## src/rtl/uart_mm_pkg.sv

```systemverilog
// Shared register map, bit positions and FSM encodings for the memory-mapped UART.
package uart_mm_pkg;

    localparam logic [1:0] REG_DATA   = 2'd0;
    localparam logic [1:0] REG_STATUS = 2'd1;
    localparam logic [1:0] REG_CTRL   = 2'd2;

    localparam int ST_TX_READY  = 0;
    localparam int ST_TX_EMPTY  = 1;
    localparam int ST_RX_VALID  = 2;
    localparam int ST_RX_OVR    = 3;
    localparam int ST_FRAME_ERR = 4;
    localparam int ST_TX_OVF    = 5;
    localparam int ST_TX_IDLE   = 6;

    localparam int CTRL_IE_RX = 16;
    localparam int CTRL_IE_TX = 17;

    localparam logic [15:0] DIV_MIN = 16'd4;

    typedef enum logic [1:0] {TX_IDLE, TX_START, TX_DATA, TX_STOP} tx_state_e;
    typedef enum logic [1:0] {RX_IDLE, RX_START, RX_DATA, RX_STOP} rx_state_e;

endpackage

```

## src/rtl/uart_mm_sync_fifo.sv

```systemverilog
// First-word-fall-through FIFO; a push on a full FIFO succeeds when a pop happens in the same cycle.
module sync_fifo #(
    parameter int WIDTH = 8,
    parameter int DEPTH = 16
) (
    input  logic             clk,
    input  logic             reset,
    input  logic             push_i,
    input  logic             pop_i,
    input  logic [WIDTH-1:0] din_i,
    output logic [WIDTH-1:0] dout_o,
    output logic             full_o,
    output logic             empty_o
);
    localparam int AW = $clog2(DEPTH);
    localparam logic [AW:0] PTR_ONE = {{AW{1'b0}}, 1'b1};

    logic [AW:0]      wr_ptr_q, rd_ptr_q;
    logic [WIDTH-1:0] mem_q [DEPTH];
    logic             do_push, do_pop;

    assign empty_o = (wr_ptr_q == rd_ptr_q);
    assign full_o  = (wr_ptr_q[AW] != rd_ptr_q[AW]) && (wr_ptr_q[AW-1:0] == rd_ptr_q[AW-1:0]);
    assign do_pop  = pop_i && !empty_o;
    assign do_push = push_i && (!full_o || do_pop);
    assign dout_o  = mem_q[rd_ptr_q[AW-1:0]];

    always_ff @(posedge clk) begin
        if (reset) begin
            wr_ptr_q <= '0;
            rd_ptr_q <= '0;
        end else begin
            if (do_push) wr_ptr_q <= wr_ptr_q + PTR_ONE;
            if (do_pop)  rd_ptr_q <= rd_ptr_q + PTR_ONE;
        end
    end

    always_ff @(posedge clk) begin
        if (do_push) mem_q[wr_ptr_q[AW-1:0]] <= din_i;
    end

endmodule

```

## src/rtl/uart_mm.sv

```systemverilog
// Memory-mapped UART slave: buffered TX/RX, runtime baud divisor, sticky errors, level IRQ.
// Bus access is always granted; reads return one cycle later with rvalid.
module uart_mm
    import uart_mm_pkg::*;
#(
    parameter int CLK_MHZ  = 12,
    parameter int BAUD     = 115200,
    parameter int TX_DEPTH = 16,
    parameter int RX_DEPTH = 16
) (
    input  logic        clk,
    input  logic        reset,
    input  logic        slave_data_req_i,
    input  logic        slave_data_we_i,
    input  logic [3:0]  slave_data_be_i,
    input  logic [31:0] slave_data_addr_i,
    input  logic [31:0] slave_data_wdata_i,
    output logic        slave_data_gnt_o,
    output logic        slave_data_rvalid_o,
    output logic [31:0] slave_data_rdata_o,
    output logic        uart_tx,
    input  logic        uart_rx,
    output logic        irq_o
);
    localparam int          DIV_RST_I = CLK_MHZ * 1_000_000 / BAUD;
    localparam logic [15:0] DIV_RST   = 16'(DIV_RST_I);

    logic [1:0]  reg_sel;
    logic        wr_acc, rd_acc, ctrl_wr, clr_sticky;
    logic [15:0] div_q, div_d, div_wr, div_m1;
    logic        ie_rx_q, ie_tx_q;
    logic        rx_ovr_q, frame_err_q, tx_ovf_q, irq_q, rvalid_q;
    logic [31:0] rdata_q, rd_mux, status_w;
    logic        unused_ok;

    logic        tx_push, tx_pop, tx_full, tx_empty;
    logic [7:0]  tx_dout;
    logic        rx_push, rx_pop, rx_full, rx_empty, set_ferr;
    logic [7:0]  rx_dout;

    tx_state_e   tx_state_q, tx_state_d;
    logic [15:0] tx_cnt_q, tx_cnt_d;
    logic [2:0]  tx_bit_q, tx_bit_d;
    logic [7:0]  tx_sh_q, tx_sh_d;
    logic        tx_line_q, tx_line_d, tx_cnt_zero;

    rx_state_e   rx_state_q, rx_state_d;
    logic [15:0] rx_cnt_q, rx_cnt_d;
    logic [2:0]  rx_bit_q, rx_bit_d;
    logic [7:0]  rx_sh_q, rx_sh_d;
    logic [1:0]  rx_sync_q;
    logic        rx_prev_q, rx_s, rx_cnt_zero;

    assign unused_ok = ^{slave_data_addr_i[31:4], slave_data_addr_i[1:0],
                         slave_data_be_i[3], slave_data_wdata_i[31:18]};

    assign reg_sel    = slave_data_addr_i[3:2];
    assign wr_acc     = slave_data_req_i && slave_data_we_i;
    assign rd_acc     = slave_data_req_i && !slave_data_we_i;
    assign ctrl_wr    = wr_acc && (reg_sel == REG_CTRL);
    assign clr_sticky = wr_acc && (reg_sel == REG_STATUS) && slave_data_be_i[0];
    assign tx_push    = wr_acc && (reg_sel == REG_DATA) && slave_data_be_i[0];
    assign rx_pop     = rd_acc && (reg_sel == REG_DATA) && !rx_empty;
    assign div_m1     = div_q - 16'd1;

    assign slave_data_gnt_o    = slave_data_req_i;
    assign slave_data_rvalid_o = rvalid_q;
    assign slave_data_rdata_o  = rdata_q;
    assign uart_tx             = tx_line_q;
    assign irq_o               = irq_q;

    sync_fifo #(.WIDTH(8), .DEPTH(TX_DEPTH)) tx_fifo (
        .clk(clk), .reset(reset), .push_i(tx_push), .pop_i(tx_pop),
        .din_i(slave_data_wdata_i[7:0]), .dout_o(tx_dout), .full_o(tx_full), .empty_o(tx_empty)
    );

    sync_fifo #(.WIDTH(8), .DEPTH(RX_DEPTH)) rx_fifo (
        .clk(clk), .reset(reset), .push_i(rx_push), .pop_i(rx_pop),
        .din_i(rx_sh_q), .dout_o(rx_dout), .full_o(rx_full), .empty_o(rx_empty)
    );

    always_comb begin
        status_w               = '0;
        status_w[ST_TX_READY]  = !tx_full;
        status_w[ST_TX_EMPTY]  = tx_empty;
        status_w[ST_RX_VALID]  = !rx_empty;
        status_w[ST_RX_OVR]    = rx_ovr_q;
        status_w[ST_FRAME_ERR] = frame_err_q;
        status_w[ST_TX_OVF]    = tx_ovf_q;
        status_w[ST_TX_IDLE]   = tx_empty && (tx_state_q == TX_IDLE);
        case (reg_sel)
            REG_DATA:   rd_mux = {23'b0, !rx_empty, rx_empty ? 8'h00 : rx_dout};
            REG_STATUS: rd_mux = status_w;
            REG_CTRL:   rd_mux = {14'b0, ie_tx_q, ie_rx_q, div_q};
            default:    rd_mux = '0;
        endcase
    end

    // Divisors below 4 would leave the RX half-bit sample point degenerate.
    always_comb begin
        div_wr = div_q;
        if (slave_data_be_i[0]) div_wr[7:0]  = slave_data_wdata_i[7:0];
        if (slave_data_be_i[1]) div_wr[15:8] = slave_data_wdata_i[15:8];
        div_d = div_q;
        if (ctrl_wr && (slave_data_be_i[0] || slave_data_be_i[1]))
            div_d = (div_wr < DIV_MIN) ? DIV_MIN : div_wr;
    end

    always_ff @(posedge clk) begin
        if (reset) begin
            div_q       <= DIV_RST;
            ie_rx_q     <= 1'b0;
            ie_tx_q     <= 1'b0;
            rx_ovr_q    <= 1'b0;
            frame_err_q <= 1'b0;
            tx_ovf_q    <= 1'b0;
            irq_q       <= 1'b0;
            rvalid_q    <= 1'b0;
            rdata_q     <= '0;
        end else begin
            div_q <= div_d;
            if (ctrl_wr && slave_data_be_i[2]) begin
                ie_rx_q <= slave_data_wdata_i[CTRL_IE_RX];
                ie_tx_q <= slave_data_wdata_i[CTRL_IE_TX];
            end
            rx_ovr_q <= (rx_push && rx_full && !rx_pop) ||
                        (rx_ovr_q && !(clr_sticky && slave_data_wdata_i[ST_RX_OVR]));
            frame_err_q <= set_ferr ||
                        (frame_err_q && !(clr_sticky && slave_data_wdata_i[ST_FRAME_ERR]));
            tx_ovf_q <= (tx_push && tx_full && !tx_pop) ||
                        (tx_ovf_q && !(clr_sticky && slave_data_wdata_i[ST_TX_OVF]));
            irq_q    <= (ie_rx_q && !rx_empty) || (ie_tx_q && tx_empty) ||
                        rx_ovr_q || frame_err_q || tx_ovf_q;
            rvalid_q <= slave_data_req_i;
            rdata_q  <= rd_acc ? rd_mux : '0;
        end
    end

    // TX FSM: state register, next-state, outputs.
    assign tx_cnt_zero = (tx_cnt_q == 16'd0);

    always_ff @(posedge clk) begin
        if (reset) begin
            tx_state_q <= TX_IDLE;
            tx_cnt_q   <= '0;
            tx_bit_q   <= '0;
            tx_sh_q    <= '0;
            tx_line_q  <= 1'b1;
        end else begin
            tx_state_q <= tx_state_d;
            tx_cnt_q   <= tx_cnt_d;
            tx_bit_q   <= tx_bit_d;
            tx_sh_q    <= tx_sh_d;
            tx_line_q  <= tx_line_d;
        end
    end

    always_comb begin
        tx_state_d = tx_state_q;
        tx_cnt_d   = tx_cnt_q;
        tx_bit_d   = tx_bit_q;
        tx_sh_d    = tx_sh_q;
        case (tx_state_q)
            TX_IDLE: if (!tx_empty) begin
                tx_state_d = TX_START;
                tx_cnt_d   = div_m1;
                tx_sh_d    = tx_dout;
            end
            TX_START: if (tx_cnt_zero) begin
                tx_state_d = TX_DATA;
                tx_cnt_d   = div_m1;
                tx_bit_d   = '0;
            end else tx_cnt_d = tx_cnt_q - 16'd1;
            TX_DATA: if (tx_cnt_zero) begin
                tx_cnt_d = div_m1;
                tx_sh_d  = {1'b0, tx_sh_q[7:1]};
                if (tx_bit_q == 3'd7) tx_state_d = TX_STOP;
                else                  tx_bit_d   = tx_bit_q + 3'd1;
            end else tx_cnt_d = tx_cnt_q - 16'd1;
            TX_STOP: if (tx_cnt_zero) begin
                if (!tx_empty) begin
                    tx_state_d = TX_START;
                    tx_cnt_d   = div_m1;
                    tx_sh_d    = tx_dout;
                end else tx_state_d = TX_IDLE;
            end else tx_cnt_d = tx_cnt_q - 16'd1;
            default: tx_state_d = TX_IDLE;
        endcase
    end

    always_comb begin
        tx_pop = !tx_empty && ((tx_state_q == TX_IDLE) || ((tx_state_q == TX_STOP) && tx_cnt_zero));
        case (tx_state_d)
            TX_START: tx_line_d = 1'b0;
            TX_DATA:  tx_line_d = tx_sh_d[0];
            default:  tx_line_d = 1'b1;
        endcase
    end

    // RX FSM on the synchronised line: state register, next-state, outputs.
    assign rx_s        = rx_sync_q[1];
    assign rx_cnt_zero = (rx_cnt_q == 16'd0);

    always_ff @(posedge clk) begin
        if (reset) begin
            rx_sync_q  <= 2'b11;
            rx_prev_q  <= 1'b1;
            rx_state_q <= RX_IDLE;
            rx_cnt_q   <= '0;
            rx_bit_q   <= '0;
            rx_sh_q    <= '0;
        end else begin
            rx_sync_q  <= {rx_sync_q[0], uart_rx};
            rx_prev_q  <= rx_s;
            rx_state_q <= rx_state_d;
            rx_cnt_q   <= rx_cnt_d;
            rx_bit_q   <= rx_bit_d;
            rx_sh_q    <= rx_sh_d;
        end
    end

    always_comb begin
        rx_state_d = rx_state_q;
        rx_cnt_d   = rx_cnt_q;
        rx_bit_d   = rx_bit_q;
        rx_sh_d    = rx_sh_q;
        case (rx_state_q)
            RX_IDLE: if (rx_prev_q && !rx_s) begin
                rx_state_d = RX_START;
                rx_cnt_d   = (div_q >> 1) - 16'd1;
            end
            RX_START: if (rx_cnt_zero) begin
                rx_state_d = rx_s ? RX_IDLE : RX_DATA;
                rx_cnt_d   = div_m1;
                rx_bit_d   = '0;
            end else rx_cnt_d = rx_cnt_q - 16'd1;
            RX_DATA: if (rx_cnt_zero) begin
                rx_cnt_d = div_m1;
                rx_sh_d  = {rx_s, rx_sh_q[7:1]};
                if (rx_bit_q == 3'd7) rx_state_d = RX_STOP;
                else                  rx_bit_d   = rx_bit_q + 3'd1;
            end else rx_cnt_d = rx_cnt_q - 16'd1;
            RX_STOP: if (rx_cnt_zero) rx_state_d = RX_IDLE;
                     else             rx_cnt_d   = rx_cnt_q - 16'd1;
            default: rx_state_d = RX_IDLE;
        endcase
    end

    always_comb begin
        rx_push  = (rx_state_q == RX_STOP) && rx_cnt_zero && rx_s;
        set_ferr = (rx_state_q == RX_STOP) && rx_cnt_zero && !rx_s;
    end

endmodule

```

## config.mk

```make
export PLATFORM = sky130hd
export DESIGN_NAME = uart_mm
export DESIGN_NICKNAME = d
export VERILOG_FILES = /design/src/rtl/uart_mm_pkg.sv /design/src/rtl/uart_mm_sync_fifo.sv /design/src/rtl/uart_mm.sv
export SDC_FILE = /design/constraint.sdc
export NUM_CORES = 1
export LEC_CHECK = 0
export ABC_AREA = 1
export CELL_PAD_IN_SITES_DETAIL_PLACEMENT = 1
export CELL_PAD_IN_SITES_GLOBAL_PLACEMENT = 2
export CORE_MARGIN = 2
export CORE_UTILIZATION = 30
export DETAILED_ROUTE_END_ITERATION = 10
export GPL_ROUTABILITY_DRIVEN = 0
export PLACE_DENSITY = 0.64
export SYNTH_ARGS = -nofsm -noshare
export SYNTH_HDL_FRONTEND = slang
export SYNTH_SLANG_ARGS = --single-unit
```

## constraint.sdc

```tcl
create_clock -name clk -period 4 [get_ports clk]
set_clock_uncertainty 0.1 [all_clocks]
set_input_delay 0.4 -clock clk [delete_from_list [all_inputs] [get_ports clk]]
set_output_delay 0.4 -clock clk [all_outputs]
set_load 0.01 [all_outputs]
```

==> impl_metrics.prom <==
# TYPE chip_impl_metric gauge
chip_impl_metric{name="cts-root-to-sink-buffers",unit=""} 3
chip_impl_metric{name="min_delay_path_depth",unit=""} 2
chip_impl_metric{name="seq_power_share",unit=""} 0.368
chip_impl_metric{name="clock_sinks",unit=""} 387
chip_impl_info{name="start_kind",value="flip-flop"} 1
chip_impl_metric{name="hold_violations",unit=""} 0
chip_impl_metric{name="cts-hold-fix-buffers",unit=""} 1
chip_impl_info{name="synth_top_area_cell",value="sky130_fd_sc_hd__edfxtp_1"} 1
chip_impl_metric{name="power.static_leakage",unit="µW"} 0.007565
chip_impl_metric{name="grt_first_pass_wirelength",unit="µm"} 90360
chip_impl_metric{name="totalPowerFinal",unit="µW"} 12560
chip_impl_metric{name="start_util",unit=""} 0.3026
chip_impl_metric{name="cts_inserted_buffers",unit=""} 47
chip_impl_metric{name="netlist-cell-type-count",unit=""} 50
chip_impl_metric{name="die_area",unit="µm²"} 62640
chip_impl_metric{name="synth-seq-cells",unit=""} 387
chip_impl_metric{name="routed_wirelength",unit="µm"} 58560
chip_impl_metric{name="antenna_found_initial",unit=""} 0
chip_impl_metric{name="netlist_area",unit="µm²"} 18200
chip_impl_info{name="crit_end",value="tx_fifo.mem_q[5][1]$_DFFE_PP_"} 1
chip_impl_metric{name="synthesis.yosys.warnings",unit=""} 0
chip_impl_metric{name="totalNegativeSetupSlack",unit="ns"} 0
chip_impl_info{name="rsz0062_at_grt",value="false"} 1
chip_impl_metric{name="placement.io_buffers",unit=""} 49
chip_impl_metric{name="chipHeight",unit="µm"} 250.3
chip_impl_metric{name="post_drt_wl_per_cell",unit="µm"} 20.29
chip_impl_metric{name="number_of_filler_instances_in_the_final_layout",unit=""} 6946
chip_impl_metric{name="power_switching_share",unit=""} 0.3588
chip_impl_info{name="worstPathCellList",value="inv_1, ha_1, nand2_1, nor2_4, nand2_4, o21ai_4, o21ai_4, inv_2, nand2_1, nor2_1"} 1
chip_impl_metric{name="worstPathRequired",unit="ns"} 4.11
chip_impl_metric{name="grt_overflow",unit=""} 0
chip_impl_metric{name="layout-area-overhead-vs-synth",unit="%"} 16.01
chip_impl_metric{name="number_of_placed_i_o_pins",unit=""} 109
chip_impl_metric{name="grt_max_degree",unit=""} 66
chip_impl_metric{name="drive_above_1_share",unit=""} 0.08080
chip_impl_metric{name="cp.depth",unit=""} 10
chip_impl_metric{name="timing.max_cap.violations",unit=""} 0
chip_impl_info{name="timing.rr.start",value="tx_cnt_q[0]$_SDFF_PP0_"} 1
chip_impl_metric{name="utilization",unit=""} 0.3511
chip_impl_metric{name="layout.cell_area.non_filler",unit="µm²"} 21110
chip_impl_metric{name="ys_async_sr_fraction",unit=""} 0
chip_impl_metric{name="worst-path-buf-inv",unit=""} 2
chip_impl_metric{name="total_number_of_vias",unit=""} 14280
chip_impl_metric{name="min_period_over_period",unit=""} 0.7293
chip_impl_metric{name="row_count",unit=""} 90
chip_impl_metric{name="antenna-diode-count",unit=""} 0
chip_impl_metric{name="drtPass1Iterations",unit=""} 5
chip_impl_info{name="timing.rr.end",value="tx_fifo.mem_q[5][1]$_DFFE_PP_"} 1
chip_impl_metric{name="gate_count_after_technology_mapping",unit=""} 2014
chip_impl_info{name="synth_top_cells_by_count",value="sky130_fd_sc_hd__nand2_1, sky130_fd_sc_hd__edfxtp_1, sky130_fd_sc_hd__nor2_1"} 1
chip_impl_info{name="startpoint",value="tx_cnt_q[0]$_SDFF_PP0_"} 1
chip_impl_metric{name="postRouteAntennaNets",unit=""} 0
chip_impl_metric{name="seq_area_frac_synth",unit=""} 0.5666
chip_impl_metric{name="transition_at_the_pin_with_the_smallest_max_transition_slack",unit="ns"} 1.239
chip_impl_metric{name="synth-edff-count",unit=""} 256
chip_impl_info{name="worst_setup_path_end_kind",value="flip-flop"} 1
chip_impl_metric{name="power.internal",unit="µW"} 8055
chip_impl_metric{name="report.final.slew_viol_count",unit=""} 0
chip_impl_metric{name="number_of_design_rule_violations_left_by_the_first_detailed_router_iteration",unit=""} 797
chip_impl_metric{name="remaining_drc_errors",unit=""} 0
chip_impl_metric{name="timing.critical_path.slowest_cell_delay",unit="ns"} 0.61
chip_impl_metric{name="timing.final.crit_period",unit="ns"} 2.917
chip_impl_metric{name="clock_insertion_delay_worst_skew",unit="ns"} 0.59
chip_impl_info{name="critical_path.slowest_cell",value="sky130_fd_sc_hd__nor2_1"} 1
chip_impl_metric{name="clock.fmax",unit="GHz"} 0.3428
chip_impl_metric{name="grt_use_total",unit=""} 0.1875
chip_impl_metric{name="synth_top_area_share",unit=""} 0.4225
chip_impl_metric{name="vdd_drop_max",unit="V"} 0.0003100
chip_impl_metric{name="worst-path-max-fanout",unit=""} 10
chip_impl_metric{name="floorplan.die.width",unit="µm"} 250.3
chip_impl_metric{name="core_footprint",unit="µm²"} 60130
chip_impl_metric{name="placed_area",unit="µm²"} 19550
chip_impl_info{name="min-delay-path-class",value="primary input to flip-flop"} 1
chip_impl_info{name="outcome",value="completed"} 1
chip_impl_metric{name="grt_pass1_vias",unit=""} 14740
chip_impl_metric{name="synthesis.area_per_instance",unit="µm²"} 9.035
chip_impl_metric{name="vias_per_instance",unit=""} 4.949
chip_impl_metric{name="share_of_total_power_in_combinational_logic",unit=""} 0.290
chip_impl_metric{name="final_net_count",unit=""} 2167
chip_impl_metric{name="clk_pin_slew_worst_paths",unit="ns"} 0.06
chip_impl_info{name="crit_type",value="flip-flop to flip-flop"} 1
chip_impl_metric{name="cts.htree.levels",unit=""} 2
chip_impl_info{name="cts_tree",value="done"} 1
chip_impl_metric{name="timing.max_slew.rel_slack",unit=""} 0.1733
chip_impl_metric{name="worst-r2r-cell-count",unit=""} 10
chip_impl_metric{name="power.clock.fraction",unit=""} 0.341
chip_impl_info{name="synth.most_common_cell",value="sky130_fd_sc_hd__nand2_1"} 1
chip_impl_info{name="cts-root-buf",value="sky130_fd_sc_hd__clkbuf_16"} 1
chip_impl_metric{name="cts.repair.resized",unit=""} 0
chip_impl_metric{name="net-switching-power",unit="µW"} 4508
chip_impl_info{name="synth_top_flop_cell",value="sky130_fd_sc_hd__edfxtp_1"} 1
chip_impl_info{name="synthTopCellsByArea",value="sky130_fd_sc_hd__edfxtp_1, sky130_fd_sc_hd__dfxtp_1, sky130_fd_sc_hd__nand2_1, sky130_fd_sc_hd__nand3_1, sky130_fd_sc_hd__nor2_1"} 1
chip_impl_metric{name="cp_data_arrival_time",unit="ns"} 3.03
chip_impl_metric{name="rrSetupSlack",unit="ns"} 1.08
chip_impl_metric{name="power_density",unit="nW/µm²"} 595.1
chip_impl_metric{name="post_cts.repair.setup_buffers",unit=""} 0
chip_impl_metric{name="report.final.setup_viol",unit=""} 0
chip_impl_metric{name="dpl_hpwl",unit="µm"} 39750
chip_impl_info{name="worst_path_dominant_cell_family",value="simple AND/OR/NAND/NOR gates"} 1
[metrics by stage]
step	hold WS (ns)	instances	setup slack, ns
2_1_floorplan	0.2895	2027	1.579
3_3_place_gp	0.2945	2797	0.7169
3_5_place_dp	0.2992	2797	0.7054
4_1_cts	0.2478	2886	1.026
5_1_grt	0.2711	2886	0.8064
6_report	0.2843	2886	1.083
[sequential cells by signal, indices dropped and copies added, names as in the netlist, 8 cells and up, named ones only]
signal / cells
tx_sh_q: 8
tx_cnt_q: 16
rx_sh_q: 8
rx_cnt_q: 16
tx_fifo.mem_q: 128
rx_fifo.mem_q: 128
div_q: 16
slave_data_rdata_o: 18
[cell usage in the layout (no fill, tap or decap), types with 8 or more instances in the layout]
cell,Yosys,layout
sky130_fd_sc_hd__o22ai_1,21,21
sky130_fd_sc_hd__edfxtp_1,256,256
sky130_fd_sc_hd__buf_4,16,42
sky130_fd_sc_hd__nand4_1,13,13
sky130_fd_sc_hd__xnor2_1,10,10
sky130_fd_sc_hd__dfxtp_1,131,129
sky130_fd_sc_hd__inv_2,14,14
sky130_fd_sc_hd__o21ai_1,12,12
sky130_fd_sc_hd__nor3_1,25,25
sky130_fd_sc_hd__xor2_1,30,30
sky130_fd_sc_hd__o21ai_0,148,148
sky130_fd_sc_hd__a21oi_1,109,109
sky130_fd_sc_hd__clkbuf_1,61,10
sky130_fd_sc_hd__o211ai_1,40,40
sky130_fd_sc_hd__nor2_1,234,234
sky130_fd_sc_hd__nand2_1,453,453
sky130_fd_sc_hd__o221ai_1,14,14
sky130_fd_sc_hd__conb_1,1,14
sky130_fd_sc_hd__clkdlybuf4s50_1,0,48
sky130_fd_sc_hd__nand3_1,178,178
sky130_fd_sc_hd__inv_1,124,124
sky130_fd_sc_hd__clkinv_1,3,11
sky130_fd_sc_hd__ha_1,29,29
sky130_fd_sc_hd__or2_2,8,8
sky130_fd_sc_hd__clkbuf_16,0,47
[routing by layer]
layer | track usage | routed length (µm) | vias up
met2 | 0.3059 | 27170 | 188
met1 | 0.2649 | 28270 | 7058
met4 | 0.04380 | 1073 | 0
met3 | 0.02369 | 2046 | 67
li1 | - | - | 6971
met5 | 0 | 0 | -
[area by class of cell]
type | instances | area, µm² | area share
inverters | 142 | 534.3 | 0.02531
clock inverters | 28 | 292.8 | 0.01387
clock buffers | 60 | 1255 | 0.05945
flip-flops and latches | 387 | 10310 | 0.4885
multi-input cells | 1395 | 6927 | 0.3281
well taps | 782 | 978.4 | 0.04635
repair buffers | 92 | 810.8 | 0.03841
[power groups by stage]
| stage | combinational (µW) | clock [µW] | sequential [µW] |
|---|---|---|---|
| final | 3650 | 4290 | 4630 |
| after global routing | 4160 | 4560 | 4660 |
| after CTS | 3710 | 4400 | 4630 |
| after detailed placement | 3690 | 0 | 4710 |
| after global placement | 3630 | 0 | 4710 |
| after floorplan | 2640 | 0 | 4650 |
[cells by family (layout without fill, tap and decap cells)]
kind of cell               count (synthesis)  count (layout)  synth area share
AOI/OAI and AO/OA                        366             366            0.1144
xor gates and xnor gates                  43              43           0.02193
adders and majority gates                 29              29           0.01994
buffers and inverters                    245             322           0.05542
DFF                                      387             387            0.5666
other                                      1              14         0.0002061
and+or+nand+nor                          943             943            0.2216
[worst min-delay path by stage]
stage / start / end
2_1_floorplan: rx_sync_q[0]$_SDFF_PP1_ / rx_sync_q[1]$_SDFF_PP1_
3_3_place_gp: rx_sync_q[0]$_SDFF_PP1_ / rx_sync_q[1]$_SDFF_PP1_
3_5_place_dp: rx_sync_q[0]$_SDFF_PP1_ / rx_sync_q[1]$_SDFF_PP1_
4_1_cts: uart_rx / rx_sync_q[0]$_SDFF_PP1_
5_1_grt: uart_rx / rx_sync_q[0]$_SDFF_PP1_
6_report: uart_rx / rx_sync_q[0]$_SDFF_PP1_
(Power assumes the default switching activity.)
